===== src/rtl/psg_pkg.sv =====
// Shared PSG definitions: register-select codes, latch flag position, writer
// FSM states and the field widths the PSG core and its host logic agree on.
package psg_pkg;

    localparam int FREQUENCY_BITS     = 10;
    localparam int ATTENUATION_BITS   = 4;
    localparam int NOISE_CONTROL_BITS = 3;

    localparam int LATCH_FLAG = 7;

    // Register select is {channel, is_attn}, matching bits [6:4] of a latch byte
    localparam logic [2:0] REG_TONE0 = 3'b000;
    localparam logic [2:0] REG_ATTN0 = 3'b001;
    localparam logic [2:0] REG_TONE1 = 3'b010;
    localparam logic [2:0] REG_ATTN1 = 3'b011;
    localparam logic [2:0] REG_TONE2 = 3'b100;
    localparam logic [2:0] REG_ATTN2 = 3'b101;
    localparam logic [2:0] REG_NOISE = 3'b110;
    localparam logic [2:0] REG_ATTN3 = 3'b111;

    typedef enum logic [1:0] {
        STATE_IDLE,
        STATE_LATCH,
        STATE_DATA
    } writer_state_t;

endpackage


===== src/rtl/psg_byte_formatter.sv =====
// Maps one register write (channel, kind, value) onto the PSG latch, data and
// idle-hold bytes. Purely combinational so verification models can reuse it.
module psg_byte_formatter
    import psg_pkg::*;
#(
    parameter int FREQUENCY_BITS     = psg_pkg::FREQUENCY_BITS,
    parameter int ATTENUATION_BITS   = psg_pkg::ATTENUATION_BITS,
    parameter int NOISE_CONTROL_BITS = psg_pkg::NOISE_CONTROL_BITS
) (
    input  logic [1:0]                channel,
    input  logic                      is_attn,
    input  logic [FREQUENCY_BITS-1:0] value,
    output logic [7:0]                latch_byte,
    output logic [7:0]                data_byte,
    output logic [7:0]                hold_byte,
    output logic                      needs_data
);

    logic [2:0] reg_sel;

    always_comb begin
        reg_sel = {channel, is_attn};

        latch_byte             = '0;
        latch_byte[LATCH_FLAG] = 1'b1;
        latch_byte[6:4]        = reg_sel;
        latch_byte[3:0]        = value[ATTENUATION_BITS-1:0];
        if (reg_sel == REG_NOISE) begin
            latch_byte[3:0] = {1'b0, value[NOISE_CONTROL_BITS-1:0]};
        end

        data_byte  = {2'b00, value[FREQUENCY_BITS-1:ATTENUATION_BITS]};
        needs_data = !is_attn && (reg_sel != REG_NOISE);

        // Idle byte must be harmless: re-write the same bits, or nothing at all
        // for noise so the LFSR is not reset again.
        if (needs_data) begin
            hold_byte = data_byte;
        end else if (is_attn) begin
            hold_byte = {4'b0000, value[ATTENUATION_BITS-1:0]};
        end else begin
            hold_byte = 8'h00;
        end
    end

endmodule


===== src/rtl/psg_register_writer.sv =====
// Serialises one host command at a time into PSG latch/data bytes, holding each
// byte for BYTE_GAP cycles and parking a harmless hold byte on the bus between commands.
module psg_register_writer
    import psg_pkg::*;
#(
    parameter int FREQUENCY_BITS     = psg_pkg::FREQUENCY_BITS,
    parameter int ATTENUATION_BITS   = psg_pkg::ATTENUATION_BITS,
    parameter int NOISE_CONTROL_BITS = psg_pkg::NOISE_CONTROL_BITS,
    parameter int BYTE_GAP           = 1
) (
    input  logic                      clk,
    input  logic                      reset,
    input  logic                      cmd_valid,
    output logic                      cmd_ready,
    input  logic [1:0]                cmd_channel,
    input  logic                      cmd_is_attn,
    input  logic [FREQUENCY_BITS-1:0] cmd_value,
    output logic [7:0]                bus_data,
    output logic                      bus_strobe,
    output logic                      busy
);

    localparam logic [7:0] GAP_RELOAD = 8'(BYTE_GAP - 1);

    writer_state_t state, next_state;

    logic [7:0]                gap_count;
    logic [1:0]                cap_channel;
    logic                      cap_is_attn;
    logic [FREQUENCY_BITS-1:0] cap_value;

    logic [1:0]                fmt_channel;
    logic                      fmt_is_attn;
    logic [FREQUENCY_BITS-1:0] fmt_value;
    logic [7:0]                fmt_latch, fmt_data, fmt_hold;
    logic                      fmt_needs_data;
    logic                      accept;

    // In IDLE the formatter looks at the live command so the latch byte can be
    // registered on the accepting edge; afterwards it sees the captured copy.
    assign fmt_channel = (state == STATE_IDLE) ? cmd_channel : cap_channel;
    assign fmt_is_attn = (state == STATE_IDLE) ? cmd_is_attn : cap_is_attn;
    assign fmt_value   = (state == STATE_IDLE) ? cmd_value   : cap_value;

    psg_byte_formatter #(
        .FREQUENCY_BITS     (FREQUENCY_BITS),
        .ATTENUATION_BITS   (ATTENUATION_BITS),
        .NOISE_CONTROL_BITS (NOISE_CONTROL_BITS)
    ) u_formatter (
        .channel    (fmt_channel),
        .is_attn    (fmt_is_attn),
        .value      (fmt_value),
        .latch_byte (fmt_latch),
        .data_byte  (fmt_data),
        .hold_byte  (fmt_hold),
        .needs_data (fmt_needs_data)
    );

    assign cmd_ready = (state == STATE_IDLE);
    assign busy      = !cmd_ready;

    always_ff @(posedge clk) begin
        if (reset) begin
            state <= STATE_IDLE;
        end else begin
            state <= next_state;
        end
    end

    always_comb begin
        next_state = state;
        accept     = 1'b0;
        case (state)
            STATE_IDLE: begin
                if (cmd_valid) begin
                    accept     = 1'b1;
                    next_state = STATE_LATCH;
                end
            end
            STATE_LATCH: begin
                if (gap_count == 8'd0) begin
                    next_state = fmt_needs_data ? STATE_DATA : STATE_IDLE;
                end
            end
            STATE_DATA: begin
                if (gap_count == 8'd0) begin
                    next_state = STATE_IDLE;
                end
            end
            default: next_state = STATE_IDLE;
        endcase
    end

    // The bus register only changes when a byte boundary is crossed, so in IDLE
    // it simply keeps the hold byte written when the command finished.
    always_ff @(posedge clk) begin
        if (reset) begin
            gap_count   <= '0;
            cap_channel <= '0;
            cap_is_attn <= 1'b0;
            cap_value   <= '0;
            bus_data    <= 8'h00;
            bus_strobe  <= 1'b0;
        end else begin
            bus_strobe <= 1'b0;
            case (state)
                STATE_IDLE: begin
                    if (accept) begin
                        cap_channel <= cmd_channel;
                        cap_is_attn <= cmd_is_attn;
                        cap_value   <= cmd_value;
                        bus_data    <= fmt_latch;
                        bus_strobe  <= 1'b1;
                        gap_count   <= GAP_RELOAD;
                    end
                end
                STATE_LATCH: begin
                    if (gap_count == 8'd0) begin
                        if (fmt_needs_data) begin
                            bus_data   <= fmt_data;
                            bus_strobe <= 1'b1;
                            gap_count  <= GAP_RELOAD;
                        end else begin
                            bus_data <= fmt_hold;
                        end
                    end else begin
                        gap_count <= gap_count - 8'd1;
                    end
                end
                STATE_DATA: begin
                    if (gap_count == 8'd0) begin
                        bus_data <= fmt_hold;
                    end else begin
                        gap_count <= gap_count - 8'd1;
                    end
                end
                default: ;
            endcase
        end
    end

endmodule


===== config.mk =====
export PLATFORM = sky130hd
export DESIGN_NAME = psg_register_writer
export DESIGN_NICKNAME = d
export VERILOG_FILES = /design/src/rtl/psg_pkg.sv /design/src/rtl/psg_byte_formatter.sv /design/src/rtl/psg_register_writer.sv
export SDC_FILE = /design/constraint.sdc
export NUM_CORES = 1
export LEC_CHECK = 0
export ABC_AREA = 1
export ABC_CLOCK_PERIOD_IN_PS = 4650
export CAP_MARGIN = 20
export CORE_MARGIN = 5
export CORE_UTILIZATION = 52
export CTS_CLUSTER_SIZE = 8
export DETAILED_ROUTE_END_ITERATION = 16
export PLACE_DENSITY = 0.77
export SLEW_MARGIN = 20
export SYNTH_ARGS = -nofsm -noshare
export SYNTH_HDL_FRONTEND = slang
export SYNTH_HIERARCHICAL = 1
export SYNTH_SLANG_ARGS = --single-unit

===== constraint.sdc =====
create_clock -name clk -period 4.65 [get_ports clk]
set_input_delay 0.93 -clock clk [delete_from_list [all_inputs] [get_ports clk]]
set_output_delay 0.93 -clock clk [all_outputs]
set_load 0.02 [all_outputs]

==> impl_metrics.tcl, run 1 <==
set metrics [dict create \
    grt_start_max_net_pins 31 \
    cts_tree "yes" \
    avgSynthCellArea_um2 6.63 \
    rows 22 \
    hold_slack_ns 0.447 \
    worst_skew_pair.late_latency_ns 0.28 \
    place_area_um2 2160 \
    synth-seq-cells 32 \
    portBuffers 26 \
    r2r_start "state[0]$_SDFFE_PP0P_" \
    status "complete, no violations" \
    synthDistinctLibCells 31 \
    fin_skew_ns 0.00244 \
    clock.fmax_ghz 0.320 \
    worst_pin_slew_ns 0.854 \
    grt.overflow.total 0 \
    slew-limit-headroom_pct 43.1 \
    root_buffer "clkbuf_8" \
    synth_top_cell_by_area "dfxtp_1" \
    p_per_area_nw_per_um2 757 \
    cts_resized 0 \
    layout.cells.non_filler 360 \
    grt_usage_pct 16.1 \
    htreeDepth 2 \
    grt_pass1_vias 1581 \
    synth_seq_area_share_pct 32.1 \
    nNetsFinal 333 \
    cp-end-kind "primary output" \
    n_fill_cell 370 \
    min_period_ns 3.12 \
    cp_top_family "buffers and inverters" \
    postSynthCellCount 301 \
    fin_ws_ns 1.53 \
    finish.instance_area_um2 2250 \
    dp_hpwl_um 2830 \
    start_kind "register" \
    arrival_ns 2.19 \
    via_per_inst 4.84 \
    dp.cells 352 \
    cap_violations 0 \
    worstPathRequired_ns 3.72 \
    wire_per_inst_um 10.5 \
    vias 1742 \
    slowest_delay_ns 0.75 \
    synthTopCellsByArea "dfxtp_1 (32%), nand2_1 (12%), o21ai_0 (8.0%)" \
    clockBufferDepth 2 \
    wirelength_um 3770 \
    setup_viol 0 \
    yosys_warnings 6 \
    synth_ff_type "dfxtp_1" \
    cpMaxStageDelayCell "clkdlybuf4s50_1" \
    cp_cell_sequence "inv_1 -> ha_1 -> clkdlybuf4s50_1" \
    initial_core_util_pct 54.1 \
    path_class "reg2out" \
    power_leakage_nw 0.993 \
    layout-drive-gt1-share_pct 9.62 \
    hold_viol_final 0 \
    antenna_found_initial 0 \
    cts_made_buffers 5 \
    syn_to_final_growth_pct 12.8 \
    die_w_um 72.0 \
    cp.buffers_inverters 2 \
    startpoint "state[0]$_SDFFE_PP0P_" \
    slew_viol_final 0 \
    n_antenna_cell 0 \
    core_area_um2 3690 \
    place_ws_ns 1.70 \
    drtPass1Iterations 5 \
    ios 27 \
    die_h_um 72.0 \
    synth_edf_count 0 \
    post-cts-setup-buffer-count 0 \
    place_congestion 0.882 \
    fin_crit_sh_pct 67.2 \
    grt_pass1_wl_um 6780 \
    hp-class "reg2reg" \
    rsz0062_at_grt "false" \
    synth_area_um2 2000 \
    min_from "cap_value[0]$_SDFFE_PP0P_" \
    synth_top_area_share_pct 32.1 \
    setup_tns_ns 0 \
    drc 0 \
    peakVddDrop_uv 306 \
    total_power_mw 1.70 \
    async_reset_ff_share_pct 0 \
    crit_fanout 30 \
    final_core_util_pct 61.1 \
    clkSinkCount 32 \
    hold_buffers 0 \
    path_clk_slew_ns 0.06 \
    die_area_um2 5180 \
    drt.antenna.violating_nets 0 \
    dr.first_iter.drc_count 100 \
]
layout by cell type, fill, tap and decap left out, types with 4 or more instances in the layout:
master | Yosys | layout
clkdlybuf4s50_1 | 0 | 26
nand2_1 | 66 | 66
ha_1 | 6 | 6
o21ai_0 | 32 | 32
inv_1 | 32 | 32
nand2_4 | 4 | 4
nand3_1 | 9 | 9
clkbuf_8 | 0 | 6
a31oi_1 | 6 | 6
nor2_1 | 36 | 36
nor2_2 | 4 | 4
conb_1 | 2 | 5
dfxtp_1 | 32 | 32
o21ai_1 | 4 | 4
a21oi_1 | 16 | 16
nand2_2 | 4 | 4
cell usage after synthesis (2+ instances only):
| cell type | instances |
|---|---|
| o21ai_0 | 32 |
| nor2_4 | 3 |
| a31oi_1 | 6 |
| buf_4 | 17 |
| ha_1 | 6 |
| nand2_1 | 66 |
| a21oi_2 | 2 |
| clkbuf_1 | 5 |
| conb_1 | 2 |
| nand2_2 | 4 |
| nor3_1 | 2 |
| nand2_4 | 4 |
| o22ai_1 | 2 |
| inv_2 | 3 |
| nor2_2 | 4 |
| nand3_1 | 9 |
| inv_1 | 32 |
| dfxtp_1 | 32 |
| nor2_1 | 36 |
| o21ai_1 | 4 |
| o21bai_1 | 2 |
| buf_2 | 4 |
| a21oi_1 | 16 |
cells by family after synthesis:
| group | Yosys count | synth area share [%] |
|---|---|---|
| AO/OA/AOI/OAI | 65 | 17.6 |
| buffers and inverters | 64 | 15.9 |
| adder cells (fa/ha/maj) | 6 | 3.76 |
| AND/OR/NAND/NOR | 132 | 30.3 |
| other | 2 | 0.376 |
| flip-flops | 32 | 32.1 |
power breakdown:
group	switching (mW)	total, mW	internal [mW]
sequential	0.0507	0.418	0.367
clock	0.0964	0.217	0.121
combinational	0.685	1.07	0.385
total	0.832	1.70	0.873
tightest hold or removal path: stages, from the launching register on:
cell,delay (ns)
dfxtp_1,0.30
inv_1,0.05
a21oi_1,0.05
final timing paths:
| check | to | slack (ns) | cells after the start |
|---|---|---|---|
| setup / recovery | cmd_ready | 1.53 | 3 |
| hold reg to reg | cap_value[0]$_SDFFE_PP0P_ | 0.45 | 2 |
| hold / removal | cap_value[0]$_SDFFE_PP0P_ | 0.45 | 2 |
| setup reg to reg | bus_data[0]$_SDFFE_PP0P_ | 1.77 | 14 |
cell type report:
class                      count  area, um2  area share [%]
multi-input combinational    208       1050            46.7
sequential                    32        641            28.4
timing repair buffer          26        260            11.6
inverter                      38        150            6.67
clock buffer                   8       90.1            4.00
tap                           48       60.1            2.67
metal layers:
layer  vias to the layer above  GRT usage, %  part of all wire, %
met2                        38          25.3                   44
met1                       753          21.2                   50
met3                         4          3.32                  5.0
met5                         -             0                    0
met4                         0          7.52                  1.5
li1                        947             -                    -
registers in the layout, summed over array words and instances (netlist names):
register     flops
cap_channel      2
gap_count        8
cap_is_attn      1
cap_value       10
bus_data         8
bus_strobe       1
state            2
Note: power is estimated with default switching activity, not from simulation.
==> inputs of run 2 (changes only) <==
ABC_CLOCK_PERIOD_IN_PS = 2600   (was 4650)
CORE_UTILIZATION = 49   (was 52)
PLACE_DENSITY = 0.76   (was 0.77)
clock period = 2.6 ns   (was 4.65 ns; I/O delays follow)
==> run 2 against run 1 <==
Net effect: first-iteration DRC count is 8.0% lower; count of clock-buffer cells in the layout stayed put; flip-flop and latch count stayed put; critical path type unchanged; critical path depth is 2 higher; wire length is 3.4% higher; largest power group unchanged.
==> impl_metrics.tcl, run 2 (synthesis gave the netlist of run 1 again) <==
set metrics [dict create \
    clockBufferDepth 2 \
    place_area_um2 2200 \
    portBuffers 26 \
    initial_core_util_pct 50.3 \
    core_area_um2 3970 \
    vias 1751 \
    dp_hpwl_um 2970 \
    status "complete, no violations" \
    slew_viol_final 0 \
    crit_fanout 9 \
    cts_made_buffers 5 \
    cp_top_family "buffers and inverters" \
    setup_viol 0 \
    grt_start_max_net_pins 28 \
    cap_violations 0 \
    drc 0 \
    drtPass1Iterations 4 \
    fin_skew_ns 0.00440 \
    grt.overflow.total 0 \
    rows 23 \
    clkSinkCount 32 \
    power_leakage_nw 1.02 \
    hp-class "reg2reg" \
    wirelength_um 3900 \
    top_regs "cap_value (10), bus_data (8), gap_count (8)" \
    htreeDepth 2 \
    path_class "reg2out" \
    start_kind "register" \
    worst_pin_slew_ns 0.720 \
    via_per_inst 4.77 \
    grt_usage_pct 16.0 \
    place_ws_ns 0.230 \
    cp_cell_sequence "inv_1 -> ha_1 -> buf_4 -> inv_2 -> clkdlybuf4s50_1" \
    min_period_ns 2.42 \
    nNetsFinal 338 \
    die_h_um 73.8 \
    hold_viol_final 0 \
    die_w_um 73.8 \
    place_congestion 0.975 \
    post-cts-setup-buffer-count 0 \
    antenna_found_initial 0 \
    ios 27 \
    n_fill_cell 383 \
    p_per_area_nw_per_um2 1350 \
    syn_to_final_growth_pct 14.8 \
    final_common_cell "nand2_1" \
    root_buffer "clkbuf_8" \
    slew-limit-headroom_pct 51.9 \
    largest_reg_flops 10 \
    hold_slack_ns 0.446 \
    worstPathRequired_ns 2.08 \
    clock.fmax_ghz 0.413 \
    die_area_um2 5450 \
    finish.instance_area_um2 2290 \
    grt_pass1_vias 1657 \
    cts_tree "yes" \
    fin_crit_sh_pct 93.1 \
    fin_ws_ns 0.178 \
    cp-end-kind "primary output" \
    rsz0062_at_grt "false" \
    layout-drive-gt1-share_pct 11.0 \
    setup_tns_ns 0 \
    cts_resized 0 \
    cpMaxStageDelayCell "clkdlybuf4s50_1" \
    cp.buffers_inverters 4 \
    path_clk_slew_ns 0.06 \
    peakVddDrop_uv 610 \
    regMostFlops "cap_value" \
    drt.antenna.violating_nets 0 \
    slowest_delay_ns 0.59 \
    hold_buffers 0 \
    arrival_ns 1.90 \
    worst_skew_pair.late_latency_ns 0.29 \
    wire_per_inst_um 10.6 \
    dr.first_iter.drc_count 92 \
    n_antenna_cell 0 \
    grt_pass1_wl_um 6830 \
    mostFrequentLayoutCells "nand2_1 (66), nor2_1 (36), inv_1 (32), o21ai_0 (32), dfxtp_1 (32)" \
]
run 2: cell types whose count changed in the layout (fill, tap and decap cells not counted):
cell and delta:
buf_4 +5
run 2: final cells by class:
class | instances | area [um2] | share of cell area [%]
Clock buffer | 8 | 90.1 | 3.93
Inverter | 38 | 150 | 6.55
Multi-Input combinational cell | 208 | 1050 | 45.9
Sequential cell | 32 | 641 | 27.9
Tap cell | 50 | 62.6 | 2.73
Timing Repair Buffer | 31 | 298 | 13.0
run 2: worst paths after layout:
path	endpoint	slack [ns]	start	cells after the start
min	cap_value[1]$_SDFFE_PP0P_	0.45	cap_value[1]$_SDFFE_PP0P_	2
max	busy	0.18	state[0]$_SDFFE_PP0P_	5
max reg2reg	bus_data[3]$_SDFFE_PP0P_	0.31	state[0]$_SDFFE_PP0P_	13
min reg2reg	cap_value[1]$_SDFFE_PP0P_	0.45	cap_value[1]$_SDFFE_PP0P_	2
run 2: routing by layer:
metal / up-vias / track usage [%] / share of wire, %
li1: 955 / - / -
met1: 748 / 20.2 / 48
met2: 41 / 25.3 / 45
met3: 7 / 4.24 / 5.7
met4: 0 / 7.65 / 2.1
met5: - / 0 / 0
run 2: tightest hold or removal path, stage by stage, from the launching register on:
cell     delay [ns]
dfxtp_1        0.30
inv_1          0.05
a21oi_1        0.05
run 2: power by group:
group	internal [mW]	switching (mW)	leakage [nW]
sequential	0.657	0.0923	0.264
clock	0.216	0.176	0.0455
combinational	0.724	1.24	0.707
run 2: stage by stage:
step	utilization [%]	power [mW]	instances
6_report	57.7	3.10	367
5_1_grt	57.7	3.43	367
4_1_cts	57.7	3.12	367
3_5_place_dp	55.5	2.72	359
3_3_place_gp	55.5	2.70	359
2_1_floorplan	-	2.37	304
==> inputs of run 3 (changes only) <==
ABC_CLOCK_PERIOD_IN_PS = 2700   (was 2600)
CORE_UTILIZATION = 52   (was 49)
PLACE_DENSITY = 0.77   (was 0.76)
clock period = 2.7 ns   (was 2.6 ns; I/O delays follow)
==> run 3 against run 2 <==
Net effect: cell count shrank 1.1%; clock power hardly changed; clock skew rose by 0.0031 ns; via count up 1.1%; largest power group unchanged.
==> impl_metrics.tcl, run 3 (synthesis gave the netlist of run 1 again) <==
set metrics [dict create \
    hold_depth 2 \
    nNetsFinal 337 \
    crit_fanout 10 \
    cp.depth 5 \
    cts_made_buffers 5 \
    layout.cells.non_filler 363 \
    start_kind "register" \
    cts_tree "yes" \
    drtPass1Iterations 4 \
    clkSinkCount 32 \
    place_congestion 0.878 \
    power_leakage_nw 1.02 \
    fin_crit_sh_pct 89.9 \
    antenna_found_initial 0 \
    clock.fmax_ghz 0.412 \
    initial_core_util_pct 54.1 \
    clockBufferDepth 2 \
    grt_pass1_vias 1662 \
    rsz0062_at_grt "false" \
    path_clk_slew_ns 0.06 \
    die_h_um 72.0 \
    final_common_cell "nand2_1" \
    fin_skew_ns 0.00753 \
    setup_viol 0 \
    worst_skew_pair.late_latency_ns 0.28 \
    hp-class "reg2reg" \
    slew-limit-headroom_pct 52.1 \
    grt_pass1_wl_um 7250 \
    dp_hpwl_um 2940 \
    vias 1771 \
    portBuffers 26 \
    hold_viol_final 0 \
    grt.overflow.total 0 \
    root_buffer "clkbuf_8" \
    grt_start_max_net_pins 28 \
    place_area_um2 2190 \
    ff2ff_path_depth 14 \
    layout-drive-gt1-share_pct 11.1 \
    path_class "reg2out" \
    largest_reg_flops 10 \
    status "complete, no violations" \
    hold_slack_ns 0.446 \
    wirelength_um 3930 \
    n_fill_cell 369 \
    dr.first_iter.drc_count 93 \
    wire_per_inst_um 10.8 \
    via_per_inst 4.88 \
    die_area_um2 5180 \
    cp_top_family "buffers and inverters" \
    drc 0 \
    peakVddDrop_uv 622 \
    setup_tns_ns 0 \
    p_per_area_nw_per_um2 1310 \
    hold_buffers 0 \
    finish.instance_area_um2 2290 \
    cpMaxStageDelayCell "clkdlybuf4s50_1" \
    n_antenna_cell 0 \
    grt_usage_pct 16.9 \
    multi_input_area_um2 1050 \
    cp_cell_sequence "inv_1 -> ha_1 -> buf_4 -> inv_2 -> clkdlybuf4s50_1" \
    core_area_um2 3690 \
    slowest_delay_ns 0.59 \
    regMostFlops "cap_value" \
    ios 27 \
    post-cts-setup-buffer-count 0 \
    min_period_ns 2.43 \
    mostFrequentLayoutCells "nand2_1 (66), nor2_1 (36), inv_1 (32), o21ai_0 (32), dfxtp_1 (32)" \
    syn_to_final_growth_pct 14.6 \
    arrival_ns 1.89 \
    slew_viol_final 0 \
    top_regs "cap_value (10), bus_data (8), gap_count (8)" \
    cap_violations 0 \
    cp-end-kind "primary output" \
    worst_pin_slew_ns 0.717 \
    htreeDepth 2 \
    cp.buffers_inverters 4 \
    cts_resized 0 \
    dp.cells 356 \
    rows 22 \
    regArea_um2 641 \
    worstPathRequired_ns 2.16 \
    final_core_util_pct 62.0 \
    drt.antenna.violating_nets 0 \
    die_w_um 72.0 \
]
[run 3: cell types whose count changed in the layout (fill, tap and decap cells not counted), sizes merged]
| cell | previous run | this run |
|---|---|---|
| buf | 5 | 4 |
| clkbuf | 8 | 7 |
[run 3: per-stage QoR]
stage	setup slack (ns)	power [mW]
final	0.273	3.01
after global placement	0.359	2.59
after floorplan	0.267	2.29
after global routing	0.137	3.36
after CTS	0.253	3.03
after detailed placement	0.313	2.62
[run 3: worst min-delay path, delay by kind of cell (launching register included)]
kind / cells / cell delay [ns]
flops: 1 / 0.29
buf+inv: 1 / 0.05
compound gates: 1 / 0.05
[run 3: layer usage]
layer,global-route usage (%),share of wire (%)
met5,0,0
met4,3.55,0.74
met3,5.26,5.6
met2,28.3,47
met1,21.6,46
[run 3: worst paths after layout]
path,start,end,slack [ns]
setup / recovery,state[0]$_SDFFE_PP0P_,busy,0.27
hold / removal,cap_is_attn$_SDFFE_PP0P_,cap_is_attn$_SDFFE_PP0P_,0.45
setup reg to reg,state[0]$_SDFFE_PP0P_,bus_data[0]$_SDFFE_PP0P_,0.42
hold reg to reg,cap_is_attn$_SDFFE_PP0P_,cap_is_attn$_SDFFE_PP0P_,0.45
[run 3: power breakdown]
part	total [mW]	internal (mW)	switching, mW
logic	1.89	0.693	1.20
clock network	0.394	0.227	0.167
registers	0.719	0.632	0.0862
total	3.01	1.55	1.46
[run 3: cell type report]
cell class | instances | area share, %
timing repair buffer | 30 | 12.7
inverter | 38 | 6.56
tap | 48 | 2.62
sequential | 32 | 28.0
clock buffer | 7 | 4.21
multi-input combinational | 208 | 45.9
